### config.mk
export PLATFORM = sky130hd
export DESIGN_NAME = ext_int_ctrl_prio
export DESIGN_NICKNAME = d
export VERILOG_FILES = /design/src/rtl/ext_int_pkg.sv /design/src/rtl/xt_bus.sv /design/src/rtl/int_prio_arbiter.sv /design/src/rtl/ext_int_ctrl_prio.sv
export SDC_FILE = /design/constraint.sdc
export NUM_CORES = 1
export LEC_CHECK = 0
export ABC_CLOCK_PERIOD_IN_PS = 11600
export BUFFER_PORTS_ARGS = -buffer_cell sky130_fd_sc_hd__buf_2
export CAP_MARGIN = 20
export CORE_MARGIN = 8
export CORE_UTILIZATION = 50
export CTS_CLUSTER_SIZE = 12
export DETAILED_ROUTE_END_ITERATION = 10
export PLACE_DENSITY = 0.69
export SLEW_MARGIN = 10
export SYNTH_ARGS = -nofsm -noshare
export SYNTH_HDL_FRONTEND = slang
export SYNTH_SLANG_ARGS = --single-unit
### constraint.sdc
create_clock -name hb_clk -period 11.6 [get_ports hb_clk]
set_clock_uncertainty 0.1 [all_clocks]
set_input_delay 0 -clock hb_clk [delete_from_list [all_inputs] [get_ports hb_clk]]
set_output_delay 0 -clock hb_clk [all_outputs]
set_load 0.02 [all_outputs]
### src/rtl/ext_int_pkg.sv
// ext_int_pkg: register map and shared types of the external interrupt controller.
package ext_int_pkg;
    localparam logic [6:0] ENABLE_OFF    = 7'h00;
    localparam logic [6:0] PENDING_OFF   = 7'h04;
    localparam logic [6:0] MODE_OFF      = 7'h08;
    localparam logic [6:0] CLAIM_OFF     = 7'h0C;
    localparam logic [6:0] THRESHOLD_OFF = 7'h10;
    localparam logic [6:0] PRIO_BASE     = 7'h40;
    localparam int PRIO_BITS_DFLT = 3;
    typedef logic [PRIO_BITS_DFLT-1:0] prio_t;
    function automatic logic is_prio(input logic [6:0] a, input int nw);
        return a[6:4] == PRIO_BASE[6:4] && a[1:0] == 2'b00 && int'(a[3:2]) < nw;
    endfunction
endpackage

### src/rtl/xt_bus.sv
// xt_bus: request and select types shared by every XT high-speed bus slave.
package xt_bus;
    typedef struct packed {
        logic [31:0] waddr;
        logic [31:0] wdata;
        logic [31:0] raddr;
    } hb_slave_t;
    typedef struct packed {
        logic wen;
        logic ren;
    } sel_t;
endpackage

### src/rtl/int_prio_arbiter.sv
// int_prio_arbiter: pairwise compare tree picking the highest priority eligible source,
// ties resolved toward the lower index.
module int_prio_arbiter #(
    parameter int N  = 32,
    parameter int PW = 3
) (
    input  logic [N-1:0]    elig,
    input  logic [N*PW-1:0] prio_flat,
    output logic            valid,
    output logic [4:0]      idx,
    output logic [PW-1:0]   prio
);
    localparam int NP = 32;
    logic [NP-1:0]            e_pad;
    logic [NP*PW-1:0]         p_pad;
    logic [2*NP-1:1]          v;
    logic [2*NP-1:1][PW-1:0]  p;
    logic [2*NP-1:1][4:0]     ix;
    assign e_pad = NP'(elig);
    assign p_pad = (NP*PW)'(prio_flat);
    // Heap layout: leaves at NP+i, node n combines 2n (lower indices) and 2n+1.
    always_comb begin
        v  = '0;
        p  = '0;
        ix = '0;
        for (int i = 0; i < NP; i++) begin
            v[NP+i]  = e_pad[i];
            p[NP+i]  = p_pad[i*PW +: PW];
            ix[NP+i] = 5'(i);
        end
        for (int n = NP - 1; n >= 1; n--) begin
            v[n]  = v[2*n] | v[2*n+1];
            p[n]  = (v[2*n] && (!v[2*n+1] || p[2*n] >= p[2*n+1])) ? p[2*n]  : p[2*n+1];
            ix[n] = (v[2*n] && (!v[2*n+1] || p[2*n] >= p[2*n+1])) ? ix[2*n] : ix[2*n+1];
        end
    end
    assign valid = v[1];
    assign idx   = ix[1];
    assign prio  = p[1];
endmodule

### src/rtl/ext_int_ctrl_prio.sv
// ext_int_ctrl_prio: machine external interrupt controller with per-source trigger mode,
// priority, global threshold and claim/complete tracking on the XT hb bus.
module ext_int_ctrl_prio
    import ext_int_pkg::*;
    import xt_bus::*;
#(
    parameter int INT_NUM     = 32,
    parameter int PRIO_BITS   = 3,
    parameter int SYNC_STAGES = 2,
    parameter int ID_BASE     = 16
) (
    input  logic               hb_clk,
    input  logic               rst_sync_n,
    input  hb_slave_t          xt_hb,
    input  sel_t               sel,
    output logic [31:0]        rdata,
    input  logic [INT_NUM-1:0] irq_source,
    output logic               mextern_int,
    output logic [30:0]        mextern_int_id
);
    localparam int NW = (INT_NUM + 7) / 8;
    logic [SYNC_STAGES-1:0][INT_NUM-1:0] sync_q;
    logic [INT_NUM-1:0]                  dly_q, synced, rise;
    logic [INT_NUM-1:0]                  en, mode, pend, isv, elig;
    logic [INT_NUM-1:0]                  w1c, mode_chg, claim_vec, cmp_vec, pend_nxt, isv_nxt;
    logic [INT_NUM-1:0][PRIO_BITS-1:0]   prio;
    logic [PRIO_BITS-1:0]                thr, arb_prio;
    logic [6:0]                          wa, ra;
    logic [30:0]                         cidx;
    logic [31:0]                         claim_id, rd_nxt;
    logic [4:0]                          arb_idx;
    logic                                arb_valid, claim, cmp_hit, unused_bits;
    assign wa        = xt_hb.waddr[6:0];
    assign ra        = xt_hb.raddr[6:0];
    assign synced    = sync_q[SYNC_STAGES-1];
    assign rise      = synced & ~dly_q;
    assign claim     = sel.ren && ra == CLAIM_OFF && arb_valid;
    assign claim_vec = claim ? INT_NUM'(1) << arb_idx : '0;
    assign claim_id  = arb_valid ? 32'(ID_BASE) + 32'(arb_idx) : '0;
    assign cidx      = xt_hb.wdata[30:0] - 31'(ID_BASE);
    assign cmp_hit   = sel.wen && wa == CLAIM_OFF && cidx < 31'(INT_NUM);
    assign cmp_vec   = cmp_hit ? INT_NUM'(1) << cidx[4:0] : '0;
    assign w1c       = (sel.wen && wa == PENDING_OFF) ? xt_hb.wdata[INT_NUM-1:0] : '0;
    assign mode_chg  = (sel.wen && wa == MODE_OFF) ? xt_hb.wdata[INT_NUM-1:0] ^ mode : '0;
    // Edge bits: a new rising edge beats any clear in the same cycle.
    assign pend_nxt  = (mode & rise) | (mode & pend & ~(w1c | claim_vec | mode_chg))
                     | (~mode & synced & ~mode_chg);
    // Complete beats a same-cycle claim of the same source.
    assign isv_nxt   = (isv | claim_vec) & ~cmp_vec;
    assign unused_bits = ^{xt_hb.waddr[31:7], xt_hb.raddr[31:7], xt_hb.wdata[31], arb_prio};
    always_comb begin
        elig = '0;
        for (int i = 0; i < INT_NUM; i++)
            elig[i] = pend[i] & en[i] & ~isv[i] & (prio[i] > thr);
    end
    int_prio_arbiter #(.N(INT_NUM), .PW(PRIO_BITS)) u_arb (
        .elig      (elig),
        .prio_flat (prio),
        .valid     (arb_valid),
        .idx       (arb_idx),
        .prio      (arb_prio)
    );
    always_comb begin
        rd_nxt = '0;
        case (ra)
            ENABLE_OFF:    rd_nxt = 32'(en);
            PENDING_OFF:   rd_nxt = 32'(pend);
            MODE_OFF:      rd_nxt = 32'(mode);
            CLAIM_OFF:     rd_nxt = claim_id;
            THRESHOLD_OFF: rd_nxt = 32'(thr);
            default:       rd_nxt = '0;
        endcase
        for (int i = 0; i < INT_NUM; i++)
            if (is_prio(ra, NW) && int'(ra[3:2]) == i / 8)
                rd_nxt[4*(i%8) +: PRIO_BITS] = prio[i];
    end
    always_ff @(posedge hb_clk) begin
        if (!rst_sync_n) begin
            sync_q         <= '0;
            dly_q          <= '0;
            en             <= '0;
            mode           <= '0;
            thr            <= '0;
            prio           <= '0;
            pend           <= '0;
            isv            <= '0;
            rdata          <= '0;
            mextern_int    <= 1'b0;
            mextern_int_id <= '0;
        end else begin
            sync_q[0] <= irq_source;
            for (int s = 1; s < SYNC_STAGES; s++)
                sync_q[s] <= sync_q[s-1];
            dly_q <= synced;
            if (sel.wen && wa == ENABLE_OFF)
                en <= xt_hb.wdata[INT_NUM-1:0];
            if (sel.wen && wa == MODE_OFF)
                mode <= xt_hb.wdata[INT_NUM-1:0];
            if (sel.wen && wa == THRESHOLD_OFF)
                thr <= xt_hb.wdata[PRIO_BITS-1:0];
            for (int i = 0; i < INT_NUM; i++)
                if (sel.wen && is_prio(wa, NW) && int'(wa[3:2]) == i / 8)
                    prio[i] <= xt_hb.wdata[4*(i%8) +: PRIO_BITS];
            pend           <= pend_nxt;
            isv            <= isv_nxt;
            rdata          <= sel.ren ? rd_nxt : '0;
            mextern_int    <= arb_valid;
            mextern_int_id <= 31'(ID_BASE) + (arb_valid ? 31'(arb_idx) : 31'd0);
        end
    end
endmodule

---- Yosys cells after proc, flatten, opt, wreduce, memory -nomap -nowiden ----
Index checks and enable logic that the tools add are counted.
operators by class
  $add $sub $neg .......................... 3
  order comparisons ....................... 64
  equal/unequal tests ..................... 16
  shifts and indexed selects .............. 2
  mux-type cells .......................... 100
  bitwise logic cells ..................... 177
  reduce and logical (&&, ||, !) cells .... 119
operator list
  kind                   count
  $and 32x32->32         7
  $mux 3                 62
  $not 32->32            5
  $or 32x32->32          5
  $pmux 32 s5            1
  $mux 32                4
  $and 1x1->1            96
  $gt 3x3->1             32
  $ge 3x3->1             31
  $mux 5                 16
  $shl 1x5->32 const A   2
  $logic_and 1x1->1      50
  $not 1->1              32
  $xor 32x32->32         1
  $logic_not 1->1        31
  $logic_or 1x1->1       31
  $lt 31x6->1 const B    1
  $or 1x1->1             31
  $sub 31x5->31 const B  1
  $eq 7x4->1 const B     4
  $mux 1                 16
  $eq 7x3->1 const B     2
  $eq 7x5->1 const B     2
  $logic_not 7->1        2
  other kinds (7)        16
storage, ports and cells
  register bits after elaboration ......... 387
  word-level logic and storage cells ...... 524

---- Logic depth before layout (Yosys ltp) ----
  word-level depth ........................ 31
  depth in mapped cells ................... 45
  gate-level depth less buffers ........... 42

---- By module ----
From an unflattened synthesis, not the netlist that was laid out.
unflattened totals
  cells, all modules ...................... 2639
  area total of the unflattened synthesis .. 21485.6 sq um
by module, submodules not included
  module             times used  cells each  area an instance (sq um)
  ext_int_ctrl_prio  1           2040        17287.8
  int_prio_arbiter   1           599         4197.8

---- Least setup slack after synthesis ----
Ideal clock, no wire load.
  kind .................................... reg2reg
  start point ............................. register thr[0]
  end point ............................... register pend[19]
  library setup time ...................... 127 ps
  arrival time ............................ 8773 ps
  required time ........................... 11373 ps
  path slack .............................. 2600 ps
  stages on the path, launching flop included .. 40
  buffers on the path ..................... 2
  clock period less this slack ............ 9000 ps
  path through ............................ dfxtp_1 > ha_1 > nand3_1 > nand4b_1 > or4_1 > nand3_1 > nor2_1 > a21oi_1 > inv_1 > ha_1 > nand2b_1 > and4_1 > a31oi_1 > a221oi_1 > o21ai_0 > mux2_2 > ha_1 > a21oi_1 > [... 4 more ...] > a21o_1 > a21oi_1 > a21oi_1 > nor2_1 > a21o_1 > ha_1 > nand2b_1 > a21o_1 > a21oi_1 > o41ai_1 > o211a_1 > o311a_1 > a211o_1 > o32a_1 > buf_6 > buf_6 > o41ai_2 > a31oi_1
between the ends
  longest elaborated chain between the ends .. 30
  elaborated cells on any way between the ends .. 273
ends and longest elaborated chain
  element                       RTL line                                        text
  from (decl)                   ext_int_ctrl_prio.sv:27                         logic [PRIO_BITS-1:0] thr, arb_prio;
  from (signal assigned)        ext_int_ctrl_prio.sv:100                        thr <= xt_hb.wdata[PRIO_BITS-1:0];
  $gt 3x3->1                    ext_int_ctrl_prio.sv:54                         elig[i] = pend[i] & en[i] & ~isv[i] & (prio[i] > thr);
  $and 1x1->1                   ext_int_ctrl_prio.sv:54
  $logic_not 1->1               int_prio_arbiter.sv:33, int_prio_arbiter.sv:34
  $logic_or 1x1->1              int_prio_arbiter.sv:33, int_prio_arbiter.sv:34
  $logic_and 1x1->1             int_prio_arbiter.sv:33, int_prio_arbiter.sv:34
  $mux 3                        int_prio_arbiter.sv:33                          p[n] = (v[2*n] && (!v[2*n+1] || p[2*n] >= p[2*n+1])) ? p[2*n] : p[2*n+1];
  $ge 3x3->1                    int_prio_arbiter.sv:33, int_prio_arbiter.sv:34
  $logic_or 1x1->1              int_prio_arbiter.sv:33, int_prio_arbiter.sv:34
  [... 13 more ...]             --
  $mux 5                        int_prio_arbiter.sv:34                          ix[n] = (v[2*n] && (!v[2*n+1] || p[2*n] >= p[2*n+1])) ? ix[2*n] : ix[2*n+1];
  $shl 1x5->32                  ext_int_ctrl_prio.sv:38                         assign claim_vec = claim ? INT_NUM'(1) << arb_idx : '0;
  $mux 32 *                     ext_int_ctrl_prio.sv:38
  $or 32x32->32 * (2 in a row)  ext_int_ctrl_prio.sv:46                         assign pend_nxt = (mode & rise) | (mode & pend & ~(w1c | claim_vec | mode_chg))
  $not 32->32 *                 ext_int_ctrl_prio.sv:46
  $and 32x32->32 *              ext_int_ctrl_prio.sv:46
  $or 32x32->32 *               ext_int_ctrl_prio.sv:46
  $or 32x32->32 *               ext_int_ctrl_prio.sv:47                         | (~mode & synced & ~mode_chg);
  to (signal assigned)          ext_int_ctrl_prio.sv:104                        pend <= pend_nxt;
  to (decl)                     ext_int_ctrl_prio.sv:24                         logic [INT_NUM-1:0] en, mode, pend, isv, elig;
Every way passes the cells marked *; elsewhere a longest branch is shown, timed or not.
A chain may end at the register's enable or synchronous reset.

---- Worst setup path after layout ----
  start point ............................. register thr[1]
  end point ............................... register pend[29]
The elaborated chain is that of the path after synthesis.

==> impl_metrics.ini <==
[clocking]
root_buffer = clkbuf_16
clkTransAtPathRegs_ns = 0.07
cts_tree = done
cts_setup_buffers = 0
clock_sinks = 362
cts_buffers = 42
htree_num_levels = 2
clk_path_buf_depth = 3
clk_latency_ns = 0.58

[critical_path]
worstPathMaxFanout = 14
critPathArrivalTime_ns = 11.12
crit_cells = 38
regToRegStartpoint = thr[1]
critPathTopFamily = compound AO/OA/AOI/OAI gates
cp.required_ns = 11.96
max_stage_delay_ns = 0.62
r2r_slack_ns = 0.84
start_kind = register
crit_slowest_cell = or4_1
timing.rr.end = pend[29]
crit_top_cell = a21oi_1
crit_start = thr[1]
crit_buf_inv = 2
r2r_cells = 38
critPathCaptureType = register
path_class = reg -> reg
worst_setup_path_endpoint = pend[29]

[pwr]
finalPower_w = 0.00275
vdd_ir_drop_max_v = 0.000127
power_density_nw_per_um2 = 108
leakagePower_nw = 9.69

[die]
rows = 77
fp.dieH_um = 227
die_area_um2 = 51500
initial_utilization_pct = 50.5
core_area_um2 = 44000
pin_count = 196
die_w_um = 227

[global_route]
grt_pass1_vias = 20700
antenna_found_initial = 2
grt_pass1_wl_um = 124000
grt_util_all_layers_pct = 31.3
grt_start_max_net_pins = 117
grt_overflow = 0

[routing]
drc = 0
viasPerCell = 6.18
wl_um = 82600
antenna_left = 0
drt_iter0_markers = 2631
via_count = 21800
firstDrtPassIters = 5
routedWlPerCell_um = 23.4

[finish]
fill_cells = 3939
drive_gt1_share_pct = 10.4
fin_nets = 3223
syn_to_final_growth_pct = 14.4

[timing]
fin_crit_ns = 10.76
timing.fmax_ghz = 0.0930
rsz0062_at_grt = false
finalHoldViolCount = 0
tns_ns = 0
tightest_slew_ns = 1.17
maxSlewViolCount = 0
finalSetupViolations = 0
slew_headroom_pct = 20.0
period_share_pct = 92.7

[synthesis]
synth.avg_cell_area_um2 = 7.99
ys_top_cells_by_area = dfxtp_1, ha_1, nand2_1
netlist_instances = 2783
syn_area_um2 = 22200
yosysSeqAreaShare_pct = 32.6
synth_cell_type_count = 89
synth_top_cell_by_area = dfxtp_1
synth_warnings = 0
netlist.area_leader.share_pct = 32.6
synth_edf_count = 0
synth_flop_cell = dfxtp_1
postSynth.asyncResetShare_pct = 0
ys_ff_latch = 362

[min_path]
hold_class = in -> reg

[placement]
portBuffers = 120
hpwl_um = 58300
routabilityCongestion = 0.994

[run_status]
status = finished clean

[run]
max_cap_viol_count = 0
-- cell type report --
type | count | area (µm²) | area share [%]
antenna | 1 | 2.50 | 0.00983
clock buffer | 62 | 1230 | 4.82
sequential | 362 | 7250 | 28.5
multi-input combinational | 2129 | 13800 | 54.2
tap | 592 | 741 | 2.91
timing repair buffer | 242 | 1840 | 7.21
inverter | 133 | 499 | 1.96
clock inverter | 10 | 104 | 0.408
-- layout by cell type, fill, tap and decap left out, types with 7 or more instances in the layout --
master,netlist,final
or4_1,7,7
nor2b_1,43,42
conb_1,1,25
o211ai_1,15,15
buf_4,25,35
ha_1,181,181
dfxtp_1,362,361
nor4_1,19,19
a221oi_1,8,8
a22oi_1,22,22
a31oi_1,26,26
nor3_1,20,19
and2_1,103,103
inv_1,133,133
o21ai_0,153,153
nand4b_1,18,18
nand2_1,437,435
dlygate4sd3_1,0,80
clkbuf_8,0,11
o221ai_1,16,16
a311oi_1,8,8
a21oi_1,210,210
and4_1,10,10
a21o_1,38,38
nor3b_1,7,7
nand3_1,56,56
clkbuf_16,0,42
o21a_1,18,18
a21boi_0,164,164
nor2_1,149,149
mux2i_1,62,62
nand4_1,24,24
o221a_2,24,24
o22ai_1,30,30
mux2_2,18,18
clkbuf_1,144,10
nand2b_1,73,73
buf_2,6,118
and3_1,8,8
a211oi_1,10,10
-- flip-flops by register name, summed over array words and instances (netlist names) --
register,cells
sync_q,32
en,32
rdata,32
mextern_int,1
prio,96
mode,32
thr,3
dly_q,32
pend,32
synced,32
isv,32
mextern_int_id,6
-- worst min-delay path: stages --
cell      delay [ns]
buf_2           0.15
nor2_1          0.09
and3_1          0.25
nand2_1         0.09
a21boi_0        0.07
-- report_power, final --
group	switching (W)	total, W	internal (W)
clock	0.000559	0.00130	0.000737
sequential	0.0000108	0.00127	0.00126
combinational	0.000113	0.000178	0.0000656
total	0.000683	0.00275	0.00206
-- kinds of logic (layout without fill, tap and decap cells) --
logic type / Yosys count / in the layout / share of synthesized area [%]
AND/OR/NAND/NOR: 1007 / 1007 / 22.0
AO/OA/AOI/OAI: 826 / 826 / 25.1
flip-flops: 362 / 362 / 32.6
buffers and inverters: 316 / 447 / 5.89
adder cells (fa/ha/maj): 184 / 184 / 10.3
multiplexers: 83 / 83 / 3.95
XOR/XNOR: 4 / 4 / 0.158
other: 1 / 26 / 0.0169
-- layer usage --
layer	up-vias	part of all wire (%)	track usage, %
met1	10300	41	41.6
met5	-	0	0
li1	10100	-	-
met4	0	5.0	14.9
met3	240	12	7.97
met2	1191	42	47.1
-- per-stage QoR --
step | worst slack (ns) | util [%] | std cells | hold WS [ns] | area (µm²)
global placement | 0.875 | 52.6 | 3371 | 0.104 | 23200
detailed placement | 0.919 | 52.8 | 3374 | 0.109 | 23200
floorplan | 2.60 | - | 2807 | 0.0273 | 22300
finish | 0.843 | 57.8 | 3531 | 0.0209 | 25400
global route | 0.141 | 57.8 | 3530 | 0.0286 | 25400
CTS | 0.863 | 57.6 | 3525 | 0.000106 | 25400
-- repair_timing --
action,in CTS,in global routing
endpoints found under the hold margin,245,4
endpoints found under the setup margin,0,1
hold buffers,79,1
gates resized for setup,0,1
-- worst min-delay path by stage --
stage / end / cells past startpoint / startpoint / slack (ns)
6_report: prio[56] / 5 / xt_hb[68] / 0.02
5_1_grt: prio[56] / 5 / xt_hb[68] / 0.03
4_1_cts: en[9] / 5 / xt_hb[70] / 0.0001
3_5_place_dp: sync_q[25] / 2 / irq_source[25] / 0.11
3_3_place_gp: sync_q[16] / 2 / irq_source[16] / 0.10
2_1_floorplan: sync_q[0] / 1 / irq_source[0] / 0.03
-- Yosys cell counts (15+ instances only) --
cell / instances
a21boi_0: 164
a21o_1: 38
a21oi_1: 210
a22oi_1: 22
a31oi_1: 26
and2_1: 103
buf_4: 25
clkbuf_1: 144
dfxtp_1: 362
ha_1: 181
inv_1: 133
mux2_2: 18
mux2i_1: 62
nand2_1: 437
nand2b_1: 73
nand3_1: 56
nand4_1: 24
nand4b_1: 18
nor2_1: 149
nor2b_1: 43
nor3_1: 20
nor4_1: 19
o211ai_1: 15
o21a_1: 18
o21ai_0: 153
o221a_2: 24
o221ai_1: 16
o22ai_1: 30
Note: power is estimated with default switching activity, not from simulation.
